### src/rtl/fu_rr_arbiter.sv
// rtl/fu_rr_arbiter.sv - round-robin arbiter sharing one Functional_Unit between NUM_REQ requesters
//
// Purpose: each cycle grants at most one requester (round-robin from r_ptr),
// steers its instruction/operands onto the shared FU, and captures the FU
// result into a one-entry tagged response register with valid/ready handshake.
//
// Ports:
//   clk, rst                      clock, synchronous active-high reset
//   req[NUM_REQ]                  per-requester request level
//   req_instr/req_a/req_b         packed per-requester instruction and operands
//   gnt[NUM_REQ]                  combinational one-hot grant
//   fu_instruction/fu_a/fu_b      drive the shared FU
//   fu_f                          combinational FU result
//   rsp_valid/rsp_id/rsp_data     response register
//   rsp_ready                     consumer accepts the response

module fu_rr_arbiter #(
    parameter int NUM_REQ = 4,
    parameter int W       = 8,
    parameter int IDW     = 2
) (
    input  logic                 clk,
    input  logic                 rst,
    input  logic [NUM_REQ-1:0]   req,
    input  logic [3*NUM_REQ-1:0] req_instr,
    input  logic [W*NUM_REQ-1:0] req_a,
    input  logic [W*NUM_REQ-1:0] req_b,
    output logic [NUM_REQ-1:0]   gnt,
    output logic [2:0]           fu_instruction,
    output logic [W-1:0]         fu_a,
    output logic [W-1:0]         fu_b,
    input  logic [W-1:0]         fu_f,
    output logic                 rsp_valid,
    output logic [IDW-1:0]       rsp_id,
    output logic [W-1:0]         rsp_data,
    input  logic                 rsp_ready
);

    logic               r_rsp_valid;
    logic [IDW-1:0]     r_rsp_id;
    logic [W-1:0]       r_rsp_data;
    logic [IDW-1:0]     r_ptr;

    logic               w_slot_free;
    logic               w_found;
    logic [IDW-1:0]     w_gnt_idx;
    logic [IDW-1:0]     w_scan_idx;

    // A pending response blocks new grants unless it is drained this cycle.
    assign w_slot_free = !r_rsp_valid || rsp_ready;

    // Scan ptr, ptr+1, ... ; IDW-bit addition wraps mod NUM_REQ since NUM_REQ is a power of two.
    always_comb begin
        w_found    = 1'b0;
        w_gnt_idx  = '0;
        w_scan_idx = '0;
        if (!rst && w_slot_free) begin
            for (int k = 0; k < NUM_REQ; k++) begin
                w_scan_idx = r_ptr + IDW'(k);
                if (!w_found && req[w_scan_idx]) begin
                    w_found   = 1'b1;
                    w_gnt_idx = w_scan_idx;
                end
            end
        end
    end

    always_comb begin
        gnt            = '0;
        fu_instruction = '0;
        fu_a           = '0;
        fu_b           = '0;
        if (w_found) begin
            gnt[w_gnt_idx] = 1'b1;
            fu_instruction = req_instr[3*w_gnt_idx +: 3];
            fu_a           = req_a[W*w_gnt_idx +: W];
            fu_b           = req_b[W*w_gnt_idx +: W];
        end
    end

    always_ff @(posedge clk) begin
        if (rst) begin
            r_rsp_valid <= 1'b0;
            r_rsp_id    <= '0;
            r_rsp_data  <= '0;
            r_ptr       <= '0;
        end else if (w_found) begin
            // Grant overwrites the slot even when draining in the same cycle: no bubble.
            r_rsp_valid <= 1'b1;
            r_rsp_id    <= w_gnt_idx;
            r_rsp_data  <= fu_f;
            r_ptr       <= w_gnt_idx + IDW'(1);
        end else if (r_rsp_valid && rsp_ready) begin
            r_rsp_valid <= 1'b0;
        end
    end

    assign rsp_valid = r_rsp_valid;
    assign rsp_id    = r_rsp_id;
    assign rsp_data  = r_rsp_data;

endmodule
### config.mk
export PLATFORM = sky130hd
export DESIGN_NAME = fu_rr_arbiter
export DESIGN_NICKNAME = d
export VERILOG_FILES = /design/src/rtl/fu_rr_arbiter.sv
export SDC_FILE = /design/constraint.sdc
export NUM_CORES = 1
export LEC_CHECK = 0
export CAP_MARGIN = 20
export CORE_MARGIN = 5
export CORE_UTILIZATION = 33
export CTS_CLUSTER_DIAMETER = 200
export DETAILED_ROUTE_END_ITERATION = 8
export PLACE_DENSITY = 0.86
export SLEW_MARGIN = 25
export SYNTH_ARGS = -nofsm -noshare
export SYNTH_HDL_FRONTEND = slang
export SYNTH_SLANG_ARGS = --single-unit
### constraint.sdc
create_clock -name clk -period 9.9 [get_ports clk]
set_clock_uncertainty 0.05 [all_clocks]
set_input_delay 2.97 -clock clk [delete_from_list [all_inputs] [get_ports clk]]
set_output_delay 2.97 -clock clk [all_outputs]
set_load 0.03 [all_outputs]
==> reports/qor.csv, run 1 <==
metric,value,unit
count_of_final_setup_violators,0,
critPathMaxStageDelay,0.60,ns
cts_buffer_depth,2,
netlist_area,1356,um2
critPathMaxFanout,15,
wl,6042,um
grt_pass1_vias,1787,
grt_pass1_wl,8832,um
numCtsBuffers,3,
cts_sink_count,13,
place_congestion,0.9195,
postSynthAreaPerCell,7.452,um2
cts_hold_repair.buffers,0,
ys_warn_count,0,
ys_types,32,
run_status,"finished, final reports clean",
postCtsSetupRepairBufs,0,
io_buffer_count,124,
viasPerCell,5.402,
placeableCoreArea,4000,um2
ios,125,
synth.net_count,273,
crit_slowest_cell,clkdlybuf4s50_1,
total_grt_usage,20.72,%
hold_viol,0,
max_cap_violations,0,
cp_data_required_time,6.88,ns
path_buf_inv,2,
drt_pass1_iterations,4,
nets,388,
final.setup.tns,0,ns
startpoint_type,input pin,
critical-path-top-cell-by-count,clkdlybuf4s50_1,
total_power,0.2809,mW
crit_share_post_route,90.21,%
timing_worst_setup_path_type,in2out,
area_growth,95.11,%
detailedPlacementHpwl,4764,um
clkLatencyLatePin,0.24,ns
grt_antenna_before_repair,0,
post_cts_sizing,0,
ys_seq_elements,13,
synthesis.instances,182,
path_clk_slew,0.05,ns
final-max-slew-violation-count,0,
ant_nets,0,
drt-initial-drc-count,144,
dieArea,5492,um2
static-leakage-power,1.172,nW
critPathCaptureType,primary output,
timing_worst_slew_pin_value,0.6952,ns
irDropWorstVdd,0.08610,mV
die_height,74.11,um
grt_max_degree,22,
rsz0062_at_grt,false,
relSlewSlack,53.66,%
worstPathCellList,clkdlybuf4s50_1 > and2_1 > o221ai_2 > nand2_1 > and3_1 > a221o_1 > clkdlybuf4s50_1,
start_util,33.91,%
synth_seq_area_share,19.19,%
hold_class,reg2reg,
cts_root_buffer,clkbuf_8,
antenna-diode-count,0,
drc,0,
die_x,74.11,um
critical-path-top-delay-family,buffers and inverters,
pwr_density_cell,106.2,nW/um2
final_layout_size_suffix_gt1_share,6.419,%
post_drt_wl_per_cell,17.46,um
fmaxAchievable,112.0,MHz
worstPathArrival,5.91,ns
period_minus_slack,8.931,ns
via_count,1869,
htreeDepth,1,
cts_tree,yes,
rows,23,
total_gr_overflow,0,
-- state kept, by name, indices dropped and copies added, names as in the netlist --
signal     flops
r_ptr          2
rsp_data       8
rsp_id         2
rsp_valid      1
-- path summary, 6_finish.rpt --
check,start,to,slack [ns],depth (start not counted)
setup / recovery,req[0],fu_b[5],0.97,7
setup reg to reg,r_ptr[1],r_ptr[1],7.80,5
hold / removal,rsp_data[5],rsp_data[5],0.41,2
hold reg to reg,rsp_data[5],rsp_data[5],0.41,2
-- through the flow --
stage,hold slack (ns),instance area (um2),worst slack (ns),util [%],std cells
after floorplan,0.5324,1356,2.391,-,182
final,0.4097,2646,0.9689,66.16,346
after detailed placement,0.4003,2601,1.050,65.03,342
after global placement,0.3840,2601,1.108,65.03,342
after global routing,0.4289,2646,0.8120,66.16,346
after CTS,0.4102,2646,1.050,66.16,346
-- kinds of logic (layout without fill, tap and decap cells) --
kind of cell	Yosys count	after routing	share of synthesized area [%]
and+or+nand+nor	85	85	31.83
AOI/OAI and AO/OA	55	55	33.30
buffers and inverters	21	135	7.472
DFF	13	13	19.19
muxes	8	8	8.211
-- routing by layer --
metal,GRT usage [%],vias to the layer above,routed length [um]
met2,35.33,100,2866
met5,0,-,0
met1,25.83,854,2349
li1,-,908,-
met4,6.036,0,84
met3,5.000,7,742
-- cells in the mapped netlist --
library cell / number / area share [%]
or2_2: 1 / 0.46
nand2_1: 31 / 8.6
dfxtp_1: 13 / 19
buf_6: 2 / 1.7
nor2b_1: 2 / 0.92
mux2_2: 1 / 0.83
o31a_1: 1 / 0.65
o21ai_1: 1 / 0.37
o221ai_2: 1 / 1.1
mux2i_1: 1 / 0.74
a21o_1: 1 / 0.55
and2_1: 3 / 1.4
a21bo_2: 1 / 0.74
inv_1: 4 / 1.1
and3_1: 19 / 8.8
nand3_1: 4 / 1.5
o2bb2ai_2: 1 / 1.1
nand3b_1: 5 / 2.8
a21oi_1: 15 / 5.5
nand2b_1: 2 / 0.92
mux2_4: 6 / 6.6
and4bb_1: 1 / 0.92
or2_4: 1 / 0.65
clkbuf_1: 9 / 2.5
nor3_1: 3 / 1.1
o211a_1: 1 / 0.74
nor2_1: 12 / 3.3
buf_2: 6 / 2.2
or4_1: 1 / 0.55
a22o_1: 12 / 7.7
o21ai_0: 2 / 0.74
a221o_1: 19 / 14
-- tightest hold or removal path, stage by stage, from the launching register on --
cell and delay (ns):
dfxtp_1 0.30, nand3_1 0.06, nand2_1 0.05
-- layout make-up --
cell class              instances  area [um2]
flip-flops and latches         13       260.3
well taps                      50       62.56
inverters                       4       15.01
repair buffers                127        1264
multi-input cells             148       999.7
clock buffers                   4       45.04
fillers                       365        1354
-- where the power goes --
| part | leakage [nW] | switching, mW | internal [mW] |
|---|---|---|---|
| Combinational | 1.04 | 0.0834 | 0.0889 |
| Sequential | 0.108 | 0.00405 | 0.0577 |
| Clock | 0.0228 | 0.0185 | 0.0284 |
| Total | 1.17 | 0.106 | 0.175 |
-- cells in the final DEF (no fill, tap or decap), types with 2 or more instances in the layout --
master / count
buf_4: 3
nand2_1: 31
nor2b_1: 2
a21oi_1: 15
dfxtp_1: 13
a221o_1: 19
nand3_1: 4
nand2b_1: 2
nand3b_1: 5
a22o_1: 12
and2_1: 3
o21ai_0: 2
mux2_4: 6
and3_1: 19
inv_1: 4
clkbuf_8: 3
clkdlybuf4s50_1: 124
nor3_1: 2
nor2_1: 12
(Power assumes the default switching activity.)
==> run 2: changes to the inputs <==
==> constraint.sdc (replaced) <==
create_clock -name clk -period 11.2 [get_ports clk]
set_clock_uncertainty 0.05 [all_clocks]
set_input_delay 3.36 -clock clk [delete_from_list [all_inputs] [get_ports clk]]
set_output_delay 3.36 -clock clk [all_outputs]
set_load 0.03 [all_outputs]
==> run 2 against run 1 <==
  * Cell area is 0.33% lower
  * Global-route usage rose by 0.52 points
  * Clock-buffer cell count unchanged
  * Worst hold slack better by 0.00072 ns
  * Largest power group unchanged
  * Critical path type unchanged
  * Largest cell class unchanged
==> reports/qor.csv, run 2 (synthesis results as in run 1) <==
metric,value,unit,change
run_status,"finished, final reports clean",,
drt_pass1_iterations,4,,unchanged
pre_cts_ws,1.436,ns,+0.3860 ns
rsz0062_at_grt,false,,
grt_pass1_vias,1891,,+5.8%
grt_antenna_before_repair,0,,unchanged
irDropWorstVdd,0.1007,mV,+17%
io_buffer_count,124,,unchanged
grt_pass1_wl,9025,um,+2.2%
cts_tree,yes,,
power.switching,0.09485,mW,-10%
setup_slack,1.370,ns,+0.4014 ns
finish.instance_area,2638,um2,-0.33%
hold_viol,0,,unchanged
viasPerCell,5.407,,about the same
critPathMaxStageDelay,0.73,ns,+0.13 ns
ios,125,,unchanged
cts_sink_count,13,,unchanged
startpoint_type,input pin,,
numCtsBuffers,3,,unchanged
die_height,74.11,um,unchanged
reg2reg_from,r_ptr[0],,
cts_buffer_depth,2,,unchanged
critical-path-top-cell-by-count,clkdlybuf4s50_1,,
drc,0,,unchanged
post_cts_sizing,0,,unchanged
most-common-layout-cells,"124 x clkdlybuf4s50_1, 31 x nand2_1, 19 x and3_1, 19 x a221o_1, 15 x a21oi_1",,
drt-initial-drc-count,91,,-37%
dpl_cell_area,2586,um2,-0.58%
final_layout_size_suffix_gt1_share,5.782,%,-0.64 points
pwr_density_cell,94.27,nW/um2,-11%
critPathMaxFanout,15,,unchanged
final.setup.tns,0,ns,unchanged
die_x,74.11,um,unchanged
htreeDepth,1,,unchanged
path_clk_slew,0.06,ns,about the same
static-leakage-power,1.164,nW,-0.68%
total_power,0.2486,mW,-11%
cts_hold_repair.buffers,0,,unchanged
final_common_cell,clkdlybuf4s50_1,,
crit_slowest_cell,o21ai_1,,
cp_data_required_time,7.79,ns,+0.91 ns
ant_nets,0,,unchanged
rows,23,,unchanged
largest_register_ff_count,8,,unchanged
placeableCoreArea,4000,um2,unchanged
combinationalPowerShare,60.9,%,-0.4 points
worstPathCellList,clkdlybuf4s50_1 > nor2b_1 > o21ai_1 > nand2_1 > and3_1 > a221o_1 > clkdlybuf4s50_1,,
fmaxAchievable,101.7,MHz,
max_cap_violations,0,,unchanged
timing_worst_setup_path_type,in2out,,
timing_worst_slew_pin_value,0.9317,ns,+0.2366 ns
critPathCaptureType,primary output,,
dieArea,5492,um2,unchanged
cell_internal_pwr,0.1538,mW,-12%
critical_path_source,req[0],,
total_gr_overflow,0,,unchanged
seq_power_share,21.9,%,about the same
hold_path_startpoint,rsp_data[4],,
area_growth,94.46,%,
post_drt_wl_per_cell,17.71,um,+1.4%
cts_root_buffer,clkbuf_8,,
count_of_final_setup_violators,0,,unchanged
place_congestion,0.9379,,+2.0%
clockPowerShare,17.2,%,+0.5 points
hold_class,reg2reg,,
relSlewSlack,37.47,%,-16 points
detailedPlacementHpwl,4814,um,+1.1%
p_sw_share,38.15,%,+0.44 points
worstPathArrival,6.42,ns,+0.51 ns
wl,6093,um,+0.84%
nets,386,,-0.52%
final-max-slew-violation-count,0,,unchanged
postCtsSetupRepairBufs,0,,unchanged
total_grt_usage,21.24,%,+0.52 points
grt_max_degree,22,,unchanged
antenna-diode-count,0,,unchanged
period_minus_slack,9.830,ns,
crit_share_post_route,87.77,%,
start_util,33.91,%,unchanged
clkLatencyLatePin,0.25,ns,about the same
via_count,1860,,-0.48%
## run 2: cell types whose count changed in the layout (fill, tap and decap cells not counted), sizes merged
| cell | before | now |
|---|---|---|
| buf | 3 | 1 |
## run 2: layer usage
metal	part of all wire (%)	track usage [%]	wire, um
met2	47	37.89	2881
met5	0	0	0
met3	13	6.757	786
met4	3.5	10.66	215
met1	36	22.33	2210
## run 2: critical path, delay by kind of cell
kind | cells | cell delay, ns
AOI/OAI and AO/OA | 2 | 1.00
and+or+nand+nor | 3 | 0.98
buffers and inverters | 2 | 1.07
## run 2: final cells by class
class,count,area [um2]
clock buffers,4,45.04
fillers,347,1363
inverters,4,15.01
multi-input cells,148,1006
flip-flops and latches,13,260.3
well taps,50,62.56
repair buffers,125,1249
## run 2: worst paths after layout
path / slack, ns / depth (start not counted) / end
min: 0.41 / 2 / rsp_data[4]
min reg2reg: 0.41 / 2 / rsp_data[4]
max: 1.37 / 7 / fu_b[2]
max reg2reg: 8.92 / 5 / r_ptr[1]
## run 2: per-stage QoR
| stage | cells | util, % | hold slack [ns] |
|---|---|---|---|
| finish | 344 | 65.94 | 0.4104 |
| global route | 344 | 65.94 | 0.4350 |
| CTS | 344 | 65.78 | 0.4060 |
| detailed placement | 340 | 64.65 | 0.3993 |
| global placement | 340 | 64.65 | 0.3848 |
| floorplan | 182 | - | 0.5324 |
## run 2: power by group through the flow
stage	Sequential, mW	Combinational, mW	Clock, mW
5_1_grt	0.0551	0.161	0.0474
2_1_floorplan	0.0622	0.0764	0
4_1_cts	0.0544	0.151	0.0445
6_report	0.0545	0.152	0.0426
3_3_place_gp	0.0550	0.150	0
3_5_place_dp	0.0554	0.151	0
==> run 3: changes to the inputs <==
--- a/config.mk
+++ b/config.mk
@@ -11,6 +11,7 @@
 export CTS_CLUSTER_DIAMETER = 200
 export DETAILED_ROUTE_END_ITERATION = 8
 export PLACE_DENSITY = 0.86
+export SETUP_SLACK_MARGIN = 0.1
 export SLEW_MARGIN = 25
 export SYNTH_ARGS = -nofsm -noshare
 export SYNTH_HDL_FRONTEND = slang
==> results of run 3 <==
Final layout, timing and power as in run 2 (identical DEF).
